**src/rtl/eth_tx_pkt_gen_pkg.sv**
```systemverilog
// Shared types and constants for the ethernet TX packet generator:
// FSM encoding, payload pattern modes and the payload LFSR step.
package eth_tx_pkt_gen_pkg;

  typedef enum logic [2:0] {
    ST_IDLE,
    ST_WAIT_WR,
    ST_HDR,
    ST_PAY,
    ST_WAIT_SEND,
    ST_SEND,
    ST_WAIT_DONE,
    ST_GAP
  } state_t;

  localparam logic [1:0] PAT_CONST = 2'd0;
  localparam logic [1:0] PAT_INC   = 2'd1;
  localparam logic [1:0] PAT_LFSR  = 2'd2;
  localparam logic [1:0] PAT_SEQ   = 2'd3;

  localparam int LFSR_W = 32;
  // Right-shifting Galois form of x^32 + x^22 + x^2 + x + 1.
  localparam logic [LFSR_W-1:0] LFSR_TAPS = 32'h8020_0003;

  function automatic logic [LFSR_W-1:0] lfsr_next(input logic [LFSR_W-1:0] s);
    return s[0] ? ((s >> 1) ^ LFSR_TAPS) : (s >> 1);
  endfunction

endpackage

```
**src/rtl/eth_tx_pkt_gen_if.sv**
```systemverilog
// Word-wide TX handshake towards ethernet_module; the generator is the master.
interface eth_tx_pkt_gen_if #(
  parameter int WORD_W = 32
);
  logic              tx_valid;
  logic [WORD_W-1:0] tx_data_in;
  logic              tx_send;
  logic              tx_ready_to_write;
  logic              tx_ready_to_send;
  logic              tx_done;

  modport master (
    output tx_valid, tx_data_in, tx_send,
    input  tx_ready_to_write, tx_ready_to_send, tx_done
  );

  modport slave (
    input  tx_valid, tx_data_in, tx_send,
    output tx_ready_to_write, tx_ready_to_send, tx_done
  );
endinterface

```
**src/rtl/eth_tx_pkt_gen_pattern.sv**
```systemverilog
// Payload word source: load restarts the pattern for a new packet, step
// advances to the next word; word_o always shows the current word.
module eth_tx_pkt_gen_pattern
  import eth_tx_pkt_gen_pkg::*;
#(
  parameter int WORD_W = 32,
  parameter int CNT_W  = 16
) (
  input  logic              clk_100_mhz,
  input  logic              rst,
  input  logic [1:0]        mode_i,
  input  logic [WORD_W-1:0] seed_i,
  input  logic [CNT_W-1:0]  seq_no_i,
  input  logic              load_i,
  input  logic              step_i,
  output logic [WORD_W-1:0] word_o
);

  localparam int HALF = WORD_W / 2;

  logic [LFSR_W-1:0] lfsr_q;
  logic [WORD_W-1:0] idx_q;
  logic [LFSR_W-1:0] seed_lfsr;
  logic [HALF-1:0]   seq_h;

  assign seed_lfsr = LFSR_W'(seed_i);
  assign seq_h     = HALF'(seq_no_i);

  always_ff @(posedge clk_100_mhz or posedge rst) begin
    if (rst) begin
      lfsr_q <= '0;
      idx_q  <= '0;
    end else if (load_i) begin
      // An all-zero LFSR would lock up, so a zero seed starts from 1.
      lfsr_q <= (seed_lfsr == '0) ? LFSR_W'(1) : seed_lfsr;
      idx_q  <= '0;
    end else if (step_i) begin
      lfsr_q <= lfsr_next(lfsr_q);
      idx_q  <= idx_q + WORD_W'(1);
    end
  end

  always_comb begin
    word_o = seed_i;
    case (mode_i)
      PAT_CONST: word_o = seed_i;
      PAT_INC:   word_o = seed_i + idx_q;
      PAT_LFSR:  word_o = WORD_W'(lfsr_q);
      PAT_SEQ:   word_o = {seq_h, idx_q[HALF-1:0]};
      default:   word_o = seed_i;
    endcase
  end

endmodule

```
**src/rtl/eth_tx_pkt_gen.sv**
```systemverilog
// Packet generator feeding ethernet_module's word-wide TX port: header from
// a port, pattern payload, programmable length/repeat/gap and tx_done timeout.
module eth_tx_pkt_gen
  import eth_tx_pkt_gen_pkg::*;
#(
  parameter int WORD_W       = 32,
  parameter int HDR_WORDS    = 6,
  parameter int LEN_W        = 8,
  parameter int CNT_W        = 16,
  parameter int GAP_W        = 24,
  parameter int DONE_TIMEOUT = 2000000
) (
  input  logic                        clk_100_mhz,
  input  logic                        rst,
  input  logic                        start,
  input  logic                        abort,
  input  logic [HDR_WORDS*WORD_W-1:0] hdr,
  input  logic [LEN_W-1:0]            payload_len,
  input  logic [1:0]                  pattern_mode,
  input  logic [WORD_W-1:0]           pattern_seed,
  input  logic [CNT_W-1:0]            pkt_count,
  input  logic [GAP_W-1:0]            gap_cycles,
  eth_tx_pkt_gen_if.master            tx,
  output logic                        busy,
  output logic                        done,
  output logic                        err_timeout,
  output logic [CNT_W-1:0]            pkts_sent
);

  localparam int HDR_CW = $clog2(HDR_WORDS + 1);
  localparam int IDX_W  = (HDR_CW > LEN_W) ? HDR_CW : LEN_W;
  localparam int TMR_W  = $clog2(DONE_TIMEOUT + 1);

  state_t                      state_q;
  logic [HDR_WORDS*WORD_W-1:0] cfg_hdr_q;
  logic [LEN_W-1:0]            cfg_len_q;
  logic [1:0]                  cfg_mode_q;
  logic [WORD_W-1:0]           cfg_seed_q;
  logic [CNT_W-1:0]            cfg_count_q;
  logic [GAP_W-1:0]            cfg_gap_q;
  logic [IDX_W-1:0]            idx_q;
  logic [GAP_W-1:0]            gap_cnt_q;
  logic [TMR_W-1:0]            tmr_q;
  logic                        abort_pend_q;
  logic                        busy_q;
  logic                        done_q;
  logic                        err_q;
  logic [CNT_W-1:0]            pkts_sent_q;
  logic                        tx_valid_q;
  logic [WORD_W-1:0]           tx_data_q;
  logic                        tx_send_q;

  logic [WORD_W-1:0] hdr_word [HDR_WORDS];
  logic [WORD_W-1:0] hdr_sel;
  logic [WORD_W-1:0] pat_word;
  logic              hdr_last, pay_last, last_pkt, abort_now;
  logic              pat_load, pat_step;

  for (genvar gi = 0; gi < HDR_WORDS; gi++) begin : g_hdr
    assign hdr_word[gi] = cfg_hdr_q[(HDR_WORDS-1-gi)*WORD_W +: WORD_W];
  end

  always_comb begin
    hdr_sel = '0;
    for (int i = 0; i < HDR_WORDS; i++) begin
      if (idx_q == IDX_W'(i)) hdr_sel = hdr_word[i];
    end
  end

  assign hdr_last  = (idx_q == IDX_W'(HDR_WORDS));
  assign pay_last  = (idx_q == IDX_W'(cfg_len_q));
  assign last_pkt  = (cfg_count_q != '0) && ((pkts_sent_q + CNT_W'(1)) == cfg_count_q);
  assign abort_now = abort_pend_q | abort;
  assign pat_load  = (state_q == ST_WAIT_WR);
  assign pat_step  = ((state_q == ST_HDR) && hdr_last && (cfg_len_q != '0)) ||
                     ((state_q == ST_PAY) && !pay_last);

  eth_tx_pkt_gen_pattern #(
    .WORD_W (WORD_W),
    .CNT_W  (CNT_W)
  ) u_pattern (
    .clk_100_mhz (clk_100_mhz),
    .rst         (rst),
    .mode_i      (cfg_mode_q),
    .seed_i      (cfg_seed_q),
    .seq_no_i    (pkts_sent_q),
    .load_i      (pat_load),
    .step_i      (pat_step),
    .word_o      (pat_word)
  );

  always_ff @(posedge clk_100_mhz or posedge rst) begin
    if (rst) begin
      state_q      <= ST_IDLE;
      cfg_hdr_q    <= '0;
      cfg_len_q    <= '0;
      cfg_mode_q   <= '0;
      cfg_seed_q   <= '0;
      cfg_count_q  <= '0;
      cfg_gap_q    <= '0;
      idx_q        <= '0;
      gap_cnt_q    <= '0;
      tmr_q        <= '0;
      abort_pend_q <= 1'b0;
      busy_q       <= 1'b0;
      done_q       <= 1'b0;
      err_q        <= 1'b0;
      pkts_sent_q  <= '0;
      tx_valid_q   <= 1'b0;
      tx_data_q    <= '0;
      tx_send_q    <= 1'b0;
    end else begin
      tx_send_q <= 1'b0;
      if (state_q != ST_IDLE && abort) abort_pend_q <= 1'b1;

      case (state_q)
        ST_IDLE: begin
          if (start) begin
            cfg_hdr_q    <= hdr;
            cfg_len_q    <= payload_len;
            cfg_mode_q   <= pattern_mode;
            cfg_seed_q   <= pattern_seed;
            cfg_count_q  <= pkt_count;
            cfg_gap_q    <= gap_cycles;
            done_q       <= 1'b0;
            err_q        <= 1'b0;
            pkts_sent_q  <= '0;
            busy_q       <= 1'b1;
            abort_pend_q <= 1'b0;
            state_q      <= ST_WAIT_WR;
          end
        end
        // Between packets an abort can end the run without starting another.
        ST_WAIT_WR: begin
          if (abort_now) begin
            busy_q       <= 1'b0;
            done_q       <= 1'b1;
            abort_pend_q <= 1'b0;
            state_q      <= ST_IDLE;
          end else if (tx.tx_ready_to_write) begin
            tx_valid_q <= 1'b1;
            tx_data_q  <= hdr_word[0];
            idx_q      <= IDX_W'(1);
            state_q    <= ST_HDR;
          end
        end
        ST_HDR: begin
          if (!hdr_last) begin
            tx_data_q <= hdr_sel;
            idx_q     <= idx_q + IDX_W'(1);
          end else if (cfg_len_q == '0) begin
            tx_valid_q <= 1'b0;
            state_q    <= ST_WAIT_SEND;
          end else begin
            tx_data_q <= pat_word;
            idx_q     <= IDX_W'(1);
            state_q   <= ST_PAY;
          end
        end
        ST_PAY: begin
          if (pay_last) begin
            tx_valid_q <= 1'b0;
            state_q    <= ST_WAIT_SEND;
          end else begin
            tx_data_q <= pat_word;
            idx_q     <= idx_q + IDX_W'(1);
          end
        end
        ST_WAIT_SEND: begin
          if (tx.tx_ready_to_send) begin
            tx_send_q <= 1'b1;
            state_q   <= ST_SEND;
          end
        end
        // The timer starts at 1 so it measures cycles since tx_send rose.
        ST_SEND: begin
          tmr_q   <= TMR_W'(1);
          state_q <= ST_WAIT_DONE;
        end
        ST_WAIT_DONE: begin
          if (tx.tx_done) begin
            pkts_sent_q <= pkts_sent_q + CNT_W'(1);
            if (last_pkt || abort_now) begin
              busy_q       <= 1'b0;
              done_q       <= 1'b1;
              abort_pend_q <= 1'b0;
              state_q      <= ST_IDLE;
            end else if (cfg_gap_q == '0) begin
              state_q <= ST_WAIT_WR;
            end else begin
              gap_cnt_q <= GAP_W'(1);
              state_q   <= ST_GAP;
            end
          end else if (tmr_q == TMR_W'(DONE_TIMEOUT - 1)) begin
            busy_q       <= 1'b0;
            done_q       <= 1'b0;
            err_q        <= 1'b1;
            abort_pend_q <= 1'b0;
            state_q      <= ST_IDLE;
          end else begin
            tmr_q <= tmr_q + TMR_W'(1);
          end
        end
        ST_GAP: begin
          if (abort_now) begin
            busy_q       <= 1'b0;
            done_q       <= 1'b1;
            abort_pend_q <= 1'b0;
            state_q      <= ST_IDLE;
          end else if (gap_cnt_q == cfg_gap_q) begin
            state_q <= ST_WAIT_WR;
          end else begin
            gap_cnt_q <= gap_cnt_q + GAP_W'(1);
          end
        end
        default: state_q <= ST_IDLE;
      endcase
    end
  end

  assign tx.tx_valid   = tx_valid_q;
  assign tx.tx_data_in = tx_data_q;
  assign tx.tx_send    = tx_send_q;
  assign busy          = busy_q;
  assign done          = done_q;
  assign err_timeout   = err_q;
  assign pkts_sent     = pkts_sent_q;

endmodule

```
**src/flat_wrapper.sv**
```systemverilog
// flat-port wrapper written by rule: the top's interface ports become plain ports
module eth_tx_pkt_gen_flat import eth_tx_pkt_gen_pkg::*;
#(
  parameter int WORD_W       = 32,
  parameter int HDR_WORDS    = 6,
  parameter int LEN_W        = 8,
  parameter int CNT_W        = 16,
  parameter int GAP_W        = 24,
  parameter int DONE_TIMEOUT = 2000000
)
  (clk_100_mhz, rst, start, abort, hdr, payload_len, pattern_mode, pattern_seed, pkt_count, gap_cycles, busy, done, err_timeout, pkts_sent, tx_tx_valid, tx_tx_data_in, tx_tx_send, tx_tx_ready_to_write, tx_tx_ready_to_send, tx_tx_done);
  eth_tx_pkt_gen_if #(.WORD_W(WORD_W)) tx_i ();
  input  logic clk_100_mhz;
  input  logic rst;
  input  logic start;
  input  logic abort;
  input  logic [HDR_WORDS*WORD_W-1:0] hdr;
  input  logic [LEN_W-1:0] payload_len;
  input  logic [1:0] pattern_mode;
  input  logic [WORD_W-1:0] pattern_seed;
  input  logic [CNT_W-1:0] pkt_count;
  input  logic [GAP_W-1:0] gap_cycles;
  output logic busy;
  output logic done;
  output logic err_timeout;
  output logic [CNT_W-1:0] pkts_sent;
  output wire logic [$bits(tx_i.tx_valid)-1:0] tx_tx_valid;
  output wire logic [$bits(tx_i.tx_data_in)-1:0] tx_tx_data_in;
  output wire logic [$bits(tx_i.tx_send)-1:0] tx_tx_send;
  input wire logic [$bits(tx_i.tx_ready_to_write)-1:0] tx_tx_ready_to_write;
  input wire logic [$bits(tx_i.tx_ready_to_send)-1:0] tx_tx_ready_to_send;
  input wire logic [$bits(tx_i.tx_done)-1:0] tx_tx_done;
  assign tx_tx_valid = tx_i.tx_valid;
  assign tx_tx_data_in = tx_i.tx_data_in;
  assign tx_tx_send = tx_i.tx_send;
  assign tx_i.tx_ready_to_write = tx_tx_ready_to_write;
  assign tx_i.tx_ready_to_send = tx_tx_ready_to_send;
  assign tx_i.tx_done = tx_tx_done;
  eth_tx_pkt_gen #(.WORD_W(WORD_W), .HDR_WORDS(HDR_WORDS), .LEN_W(LEN_W), .CNT_W(CNT_W), .GAP_W(GAP_W), .DONE_TIMEOUT(DONE_TIMEOUT)) u_core (.clk_100_mhz(clk_100_mhz), .rst(rst), .start(start), .abort(abort), .hdr(hdr), .payload_len(payload_len), .pattern_mode(pattern_mode), .pattern_seed(pattern_seed), .pkt_count(pkt_count), .gap_cycles(gap_cycles), .tx(tx_i), .busy(busy), .done(done), .err_timeout(err_timeout), .pkts_sent(pkts_sent));
endmodule
```
**config.mk**
```make
export PLATFORM = sky130hd
export DESIGN_NAME = eth_tx_pkt_gen_flat
export DESIGN_NICKNAME = d
export VERILOG_FILES = /design/src/rtl/eth_tx_pkt_gen_pkg.sv /design/src/rtl/eth_tx_pkt_gen_if.sv /design/src/rtl/eth_tx_pkt_gen_pattern.sv /design/src/rtl/eth_tx_pkt_gen.sv /design/src/flat_wrapper.sv
export SDC_FILE = /design/constraint.sdc
export NUM_CORES = 1
export LEC_CHECK = 0
export BUFFER_PORTS_ARGS = -buffer_cell sky130_fd_sc_hd__buf_2
export CORE_UTILIZATION = 46
export DETAILED_ROUTE_END_ITERATION = 16
export PLACE_DENSITY_LB_ADDON = 0.08
export SETUP_SLACK_MARGIN = 0.05
export SLEW_MARGIN = 20
export SYNTH_ARGS = -nofsm -noshare
export SYNTH_HDL_FRONTEND = slang
export SYNTH_SLANG_ARGS = --single-unit
```
**constraint.sdc**
```tcl
create_clock -name clk_100_mhz -period 29.2 [get_ports clk_100_mhz]
set_input_delay 1.46 -clock clk_100_mhz [delete_from_list [all_inputs] [get_ports clk_100_mhz]]
set_output_delay 1.46 -clock clk_100_mhz [all_outputs]
set_load 0.005 [all_outputs]
```
After elaboration in Yosys (flattened, before gate mapping)
Cells that the tools add are included.

Flip-flop bits (word level): 448. Input bits: 281. Output and inout port bits: 53.

Add/subtract/negate cells: 6. Equality and inequality tests: 42. Multiplexer cells: 80. Bitwise operators: 2. Reduce and logical (&&, ||, !) cells: 33.

Operator list (count): $mux W32 (17); $pmux W32 S4 (1); $mux W24 (5); $pmux W32 S3 (1); $pmux W24 S2 (1); $mux W21 (2); $pmux W21 S2 (1); $mux W8 (5); $mux W3 (13); $add A32 B1 Y32 const B (1); $add A32 B32 Y32 (1); $logic_not A32 Y1 (1); $mux W16 (2); $pmux W16 S2 (1); $ne A2 B2 Y1 const B (13); $add A24 B1 Y24 const B (1); $eq A24 B24 Y1 (1); $eq A8 B3 Y1 const B (3); $logic_not A24 Y1 (1); $mux W1 (24); $pmux W3 S8 (1); $pmux W8 S3 (1); $add A21 B1 Y21 const B (1); $eq A21 B21 Y1 const B (1); other kinds (36) (64).

Logic depth before layout (Yosys ltp)
Gate-level depths: netlist of run 1.

Depth in word-level cells: 9. Gate-level depth with buffers: 13.

Modules after synthesis
Synthesis of run 1 repeated with hierarchy kept, for this count alone.

Cell total of the unflattened synthesis: 2769. Area total of the unflattened synthesis: 23931.7 um^2.

By module, submodules not included: eth_tx_pkt_gen (instances 1, cells an instance 2103, area an instance 18242.5 um^2); eth_tx_pkt_gen_pattern (instances 1, cells an instance 666, area an instance 5689.2 um^2).

Worst setup path after synthesis of run 1
No wires, ideal clock.

Path kind: input port to flip-flop. Start point: input tx_tx_done. End point: register u_core.tmr_q[19]. Library setup time: 132 ps. Arrival time: 3150 ps. Required time: 29068 ps. Setup slack: 25918 ps. Cell stages on the path: 9. Path through: or3_1 o21ba_2 buf_2 o2111a_1 nand4_1 nor2_1 nand3_1 xor2_1 nor2_1.

Cells in the longest elaborated chain, start to end: 2.

Ends and longest elaborated chain: start: declaration (line flat_wrapper.sv:32) `input wire logic [$bits(tx_i.tx_done)-1:0] tx_tx_done;`; $ne A2 B2 Y1 (no source line); $reduce_and A3 Y1 (no source line); end signal: assignment (line eth_tx_pkt_gen.sv:201) `tmr_q <= tmr_q + TMR_W'(1);`; end: declaration (line eth_tx_pkt_gen.sv:43) `logic [TMR_W-1:0] tmr_q;`.

Every way passes these cells. A chain may end at the register's enable or synchronous reset.

Worst setup path in the final report of run 1
Start point: register u_core.state_q[2]. End point: register u_core.tx_data_q[23], in the netlist u_core.tx.tx_data_in[23].

Cells in the longest elaborated chain, start to end: 3. Elaborated cells on any way between the ends: 10. Classes of those cells: eq/ne: 7; mux: 1; reduce/logical: 2.

Ends and longest elaborated chain: start: declaration (line eth_tx_pkt_gen.sv:34) `state_t state_q;`; start signal: assignment (line eth_tx_pkt_gen.sv:94) `state_q <= ST_IDLE;`; start signal: assignment (line eth_tx_pkt_gen.sv:130) `state_q <= ST_WAIT_WR;`; start signal: assignment (line eth_tx_pkt_gen.sv:139) `state_q <= ST_IDLE;`; $eq A3 B2 Y1 / $eq A3 B1 Y1 (equally long branches) (line eth_tx_pkt_gen.sv:116) `case (state_q)`; $ne A3 B3 Y1 (no source line) (tied with other cells); $reduce_and A5 Y1 (no source line); end signal: assignment (line eth_tx_pkt_gen.sv:142) `tx_data_q <= hdr_word[0];`; end signal: assignment (line eth_tx_pkt_gen.sv:149) `tx_data_q <= hdr_sel;`; end signal: assignment (line eth_tx_pkt_gen.sv:155) `tx_data_q <= pat_word;`; end: declaration (line eth_tx_pkt_gen.sv:50) `logic [WORD_W-1:0] tx_data_q;`.

Parallel ways exist; a longest one is shown, timed or not.

==> impl_metrics.yaml, run 1 <==
critical_path:
  cp_data_arrival_time_ps: 4560
  crit_required_ps: 29680
  crit-reg2reg-capture: "u_core.tx.tx_data_in[23]"
  crit_fanout: 51
  cp-start-kind: "register"
  setup.worst_path.start: "u_core.state_q[2]"
  timing.rr.start: "u_core.state_q[2]"
  cp-end-kind: "register"
  reg2reg_depth: 9
  path_class: "reg -> reg"
  reg2reg_setup_slack_ps: 25120
  cp-endpoint: "u_core.tx.tx_data_in[23]"
clock_tree:
  clk_latency_ps: 610
  cts-root-to-sink-buffers: 3
  root_buffer: "clkbuf_16"
  numClockSinks: 448
  cts_buffers: 51
  postCtsSetupBuffers: 0
  ctsResizeCount: 0
  cts_tree: "done"
  clk_pin_slew_ps: 60
  cts_hold_buffers: 0
  h-tree-depth: 2
grt:
  track_usage: 0.314
  grt_max_degree: 123
  grt_first_pass_wirelength_mm: 128
  antenna_found_initial: 5
  grt_pass1_vias: 21200
  grt.overflow.total: 0
routing:
  dr.pass1.iters: 5
  wl_per_cell_microns: 22.0
  via_per_inst: 5.79
  final_antenna_net_count: 0
  drtIter0Drc: 1901
  drt_wl_total_mm: 84.4
  drcViolationCount: 0
  num_vias: 22200
yosys:
  synth_edf_count: 0
  synth_area_leaders: "dfrtp_1 (47%), nand2_1 (15%), nor2_1 (3.2%), o21ai_0 (2.8%), a21oi_1 (2.7%)"
  yosys.area.top_type_share: 0.466
  ys_seq_elements: 448
  syn_nets: 3201
  syn_area_sq_mm: 0.0241
  ys_seq_area_frac: 0.466
  async_flop_share: 1.00
  synth_top_area_cell: "dfrtp_1"
  synth.most_common_cell: "nand2_1"
  ys.warnings.count: 0
  synthTopCellsByCount: "nand2_1 (984), dfrtp_1 (448), nor2_1 (208), clkbuf_1 (139), o21ai_0 (133)"
  synth_ff_type: "dfrtp_1"
  ys_types: 77
  synthCells: 2877
  avgSynthCellArea_sq_um: 8.36
placement:
  dp_hpwl_mm: 60.6
  port_buffers: 333
  pre_cts_ws_ps: 24640
  gp_congestion: 0.934
  dp_cells: 3746
sta:
  maxSlewHeadroom: 0.293
  rsz0062_at_grt: "no"
  skew_ps: 24.4
  worstMarginPinSlew_ps: 1060
  finalWorstSetupSlack_ps: 25120
  setup_tns_ps: 0
  fin_crit_ps: 4080
  max_freq_ghz: 0.245
  drv_slew: 0
  finalHoldViolations: 0
  setup_viol: 0
  post-route-period-util: 0.140
die:
  core_area_sq_mm: 0.0515
  dieArea_sq_mm: 0.0532
  rows: 83
  start_util: 0.467
  io-pin-count: 334
  die_w_microns: 231
  die_height_microns: 231
power_and_ir_drop:
  p_seq_frac: 0.398
  internal-power_mw: 1.63
  powerDensity_mw_per_mm2: 100
  p_clk_frac: 0.238
  peakVddDrop_v: 0.0000726
  p_switching_mw: 1.17
  p_sw_frac: 0.418
  p_leak_nw: 13.7
  pwr-share-comb: 0.364
min_path:
  hold_depth: 2
  hold_class: "reg -> reg"
flow_run:
  maxCapViolations: 0
layout:
  instances_no_fill: 3840
  nNetsFinal: 3444
  syn_to_final_growth_pct: 15.9
  drive_gt1_frac: 0.161
run_status:
  status: "finished clean"
## worst max-delay path, cell delays in order, from the launching register on
cell and delay (ps):
dfrtp_1 650, inv_1 250, ha_1 240, buf_4 260, inv_1 510, nor2_1 110, a31oi_1 330, or2_2 800
nor2_1 400, a221o_1 380
## flip-flops by register name, summed over array words and instances, names as in the netlist
register,flops
u_core.pkts_sent,16
u_core.cfg_len_q,8
u_core.u_pattern.idx_q,32
u_core.tx.tx_valid,1
u_core.cfg_mode_q,2
u_core.cfg_seed_q,32
u_core.err_timeout,1
u_core.gap_cnt_q,24
u_core.state_q,3
u_core.tx.tx_data_in,32
u_core.done,1
u_core.tx.tx_send,1
u_core.cfg_gap_q,24
u_core.abort_pend_q,1
u_core.tmr_q,21
u_core.cfg_hdr_q,192
u_core.u_pattern.lfsr_q,32
u_core.idx_q,8
u_core.cfg_count_q,16
u_core.busy,1
## final cells by class
type / count / area (sq um)
diodes: 3 / 7.51
repair buffers: 363 / 1900
inverters: 35 / 139
flip-flops and latches: 448 / 11200
clock inverters: 15 / 168
clock buffers: 75 / 1560
well taps: 680 / 851
fillers: 4958 / 23600
multi-input cells: 2221 / 12100
## cells in the final DEF, fill, tap and decap left out, drive strengths merged, types with 36 or more instances in the layout
| master | n |
|---|---|
| nand3 | 53 |
| nand2 | 984 |
| xor2 | 58 |
| nor2 | 208 |
| a221oi | 65 |
| dfrtp | 448 |
| nor3 | 71 |
| buf | 363 |
| inv | 36 |
| ha | 42 |
| xnor2 | 63 |
| clkbuf | 75 |
| a21oi | 130 |
| o21ai | 135 |
## kinds of logic (layout without fill, tap and decap cells)
family / count (synthesis) / in the layout / share of synthesized area
flops: 448 / 448 / 0.466
fa+ha+maj: 43 / 43 / 0.0227
compound gates: 521 / 521 / 0.143
buf+inv: 208 / 488 / 0.0344
simple gates: 1496 / 1496 / 0.265
other cells: 0 / 3 / 0
mux: 40 / 40 / 0.0253
xor+xnor: 121 / 121 / 0.0440
## worst min-delay path by stage
stage                                     start  slack [ps]                     to
final                      u_core.cfg_hdr_q[21]         470   u_core.cfg_hdr_q[21]
after global routing       u_core.cfg_hdr_q[21]         480   u_core.cfg_hdr_q[21]
after CTS                 u_core.cfg_hdr_q[156]         480  u_core.cfg_hdr_q[156]
after detailed placement   u_core.cfg_hdr_q[40]         460   u_core.cfg_hdr_q[40]
after global placement     u_core.cfg_hdr_q[31]         450   u_core.cfg_hdr_q[31]
after floorplan            u_core.cfg_hdr_q[23]         440   u_core.cfg_hdr_q[23]
## power by group through the flow
stage | Clock [mW] | Sequential, mW | Combinational [mW]
after floorplan | 0 | 1.00 | 0.729
after global placement | 0 | 1.11 | 0.990
after detailed placement | 0 | 1.11 | 1.01
after CTS | 0.675 | 1.11 | 1.02
after global routing | 0.698 | 1.14 | 1.14
final | 0.666 | 1.11 | 1.02
## per-stage QoR
step	power, mW	area (sq um)	hold WS (ps)	utilization
after floorplan	1.73	24100	440	-
after global placement	2.10	26100	454	0.507
after detailed placement	2.13	26100	462	0.507
after CTS	2.80	27900	478	0.541
after global routing	2.97	27900	482	0.541
final	2.80	27900	473	0.541
## layer usage
layer,global-route usage,up-vias,routed length (microns)
met5,0,-,0
met4,0.127,0,3310
met3,0.0579,169,6390
met2,0.495,834,38800
met1,0.428,10900,35900
li1,-,10300,-
No activity file was read; power rests on OpenSTA's default activity.
==> run 2, diff against run 1 <==
- clock period: 29.2 -> 4.2 ns (I/O delays scaled with it)
==> impl_metrics.yaml, run 2 (synthesis gave the netlist of run 1 again) <==
layout:
  n_fill_cell: 4566
  final_area_sq_mm: 0.0310
  drive_gt1_frac: 0.153
  largest-register: "u_core.cfg_hdr_q"
  regArea_sq_mm: 0.0112
  multi_input_area_sq_mm: 0.0121
  nNetsFinal: 3744
  utilization: 0.601
  syn_to_final_growth_pct: 28.7
  largest_reg_flops: 192
  layout_commonest_cell: "nand2_1"
  final_cell_mix: "nand2_1 (983), dfrtp_1 (448), buf_2 (333)"
clock_tree:
  clk_latency_ps: 610
  root_buffer: "clkbuf_16"
  clk_pin_slew_ps: 60
  numClockSinks: 448
  cts_buffers: 51
  ctsResizeCount: 0
  cts-root-to-sink-buffers: 3
  cts_tree: "done"
  h-tree-depth: 2
placement:
  gp_congestion: 0.949
  dp_hpwl_mm: 62.8
  placed_area_sq_mm: 0.0264
  port_buffers: 333
routing:
  routed.top_layer: "met5"
  drcViolationCount: 0
  via_per_inst: 5.77
  wl_per_cell_microns: 22.0
  dr_wl_met3_mm: 6.38
  route.met2.wl_mm: 42.2
  drtIter0Drc: 2060
  dr.pass1.iters: 7
  final_antenna_net_count: 0
  wl_met1_mm: 38.1
  num_vias: 23900
  drt_wl_total_mm: 91.3
grt:
  grt_max_degree: 111
  track_usage: 0.342
  grt.overflow.total: 0
  grt_pass1_vias: 23600
  antenna_found_initial: 4
  grt_first_pass_wirelength_mm: 139
run_status:
  status: "finished clean"
critical_path:
  reg2reg_setup_slack_ps: 610
  timing.rr.start: "u_core.u_pattern.idx_q[2]"
  crit_fanout: 8
  cp_data_arrival_time_ps: 4040
  cp-start-kind: "register"
  cp-end-kind: "register"
  crit-reg2reg-capture: "u_core.tx.tx_data_in[27]"
  crit_required_ps: 4650
  reg2reg_depth: 10
  path_class: "reg -> reg"
die:
  start_util: 0.467
  rows: 83
  core_area_sq_mm: 0.0515
  die_height_microns: 231
  io-pin-count: 334
  die_w_microns: 231
  dieArea_sq_mm: 0.0532
sta:
  max_freq_ghz: 0.278
  fin_crit_ps: 3590
  finalHoldViolations: 0
  worstMarginPinSlew_ps: 1030
  post-route-period-util: 0.855
  rsz0062_at_grt: "no"
  skew_ps: 19.2
  setup_viol: 0
  drv_slew: 0
  maxSlewHeadroom: 0.310
power_and_ir_drop:
  powerDensity_mw_per_mm2: 649
  power.total_mw: 20.1
  p_leak_nw: 15.0
  peakVddDrop_v: 0.000365
flow_run:
  maxCapViolations: 0
min_path:
  hold_depth: 3
  hold_class: "in -> reg"
  min_from: "abort"
  hold_end: "u_core.abort_pend_q"
==> run 2: report_power, final <==
| group | switching [mW] | internal (mW) |
|---|---|---|
| Combinational | 4.72 | 2.92 |
| Sequential | 1.77 | 5.98 |
| Clock | 1.88 | 2.84 |
| Total | 8.36 | 11.7 |
==> run 2: worst max-delay path by stage <==
stage | start | end | slack (ps) | depth (start not counted)
final | u_core.u_pattern.idx_q[2] | u_core.tx.tx_data_in[27] | 610 | 10
after global routing | u_core.u_pattern.idx_q[2] | u_core.tx.tx_data_in[27] | 350 | 10
after CTS | u_core.pkts_sent[0] | u_core.gap_cnt_q[1] | 620 | 11
after detailed placement | u_core.pkts_sent[0] | u_core.gap_cnt_q[1] | 610 | 11
after global placement | u_core.u_pattern.idx_q[2] | u_core.tx.tx_data_in[27] | 730 | 10
after floorplan | rst | u_core.abort_pend_q | -2070 | 1
==> run 2: repair_timing <==
item	CTS	global route
endpoints found under the hold margin	301	0
buffers inserted	0	0
hold buffers	276	0
==> run 2: worst max-delay path, stage by stage, from the launching register on <==
cell and delay [ps]:
dfrtp_1 490, ha_1 400, o211ai_1 230, o211ai_1 160, a221o_1 450, a2111oi_0 810
o41a_1 410, xor2_1 170, a21oi_1 80, a21oi_1 170, a21oi_1 80
==> run 2: stage by stage <==
step | hold WS [ps] | setup TNS (ps) | instances | setup slack (ps)
floorplan | 315 | -926080 | 2877 | -2070
global placement | 399 | 0 | 3771 | 731
detailed placement | 403 | 0 | 3771 | 613
CTS | 100 | 0 | 4141 | 618
global route | 158 | 0 | 4142 | 353
finish | 132 | 0 | 4142 | 608
==> run 2: area by class of cell <==
type / count / area share
Antenna cell: 1 / 0.0000808
Clock buffer: 77 / 0.0486
Clock inverter: 17 / 0.00849
Inverter: 35 / 0.00436
Multi-Input combinational cell: 2221 / 0.389
Sequential cell: 448 / 0.362
Tap cell: 680 / 0.0275
Timing Repair Buffer: 663 / 0.160
==> run 2: metal layers <==
metal,global-route usage,vias up
met4,0.166,6
met3,0.0623,266
met2,0.550,1037
met1,0.445,11600
met5,0,-
li1,-,11000
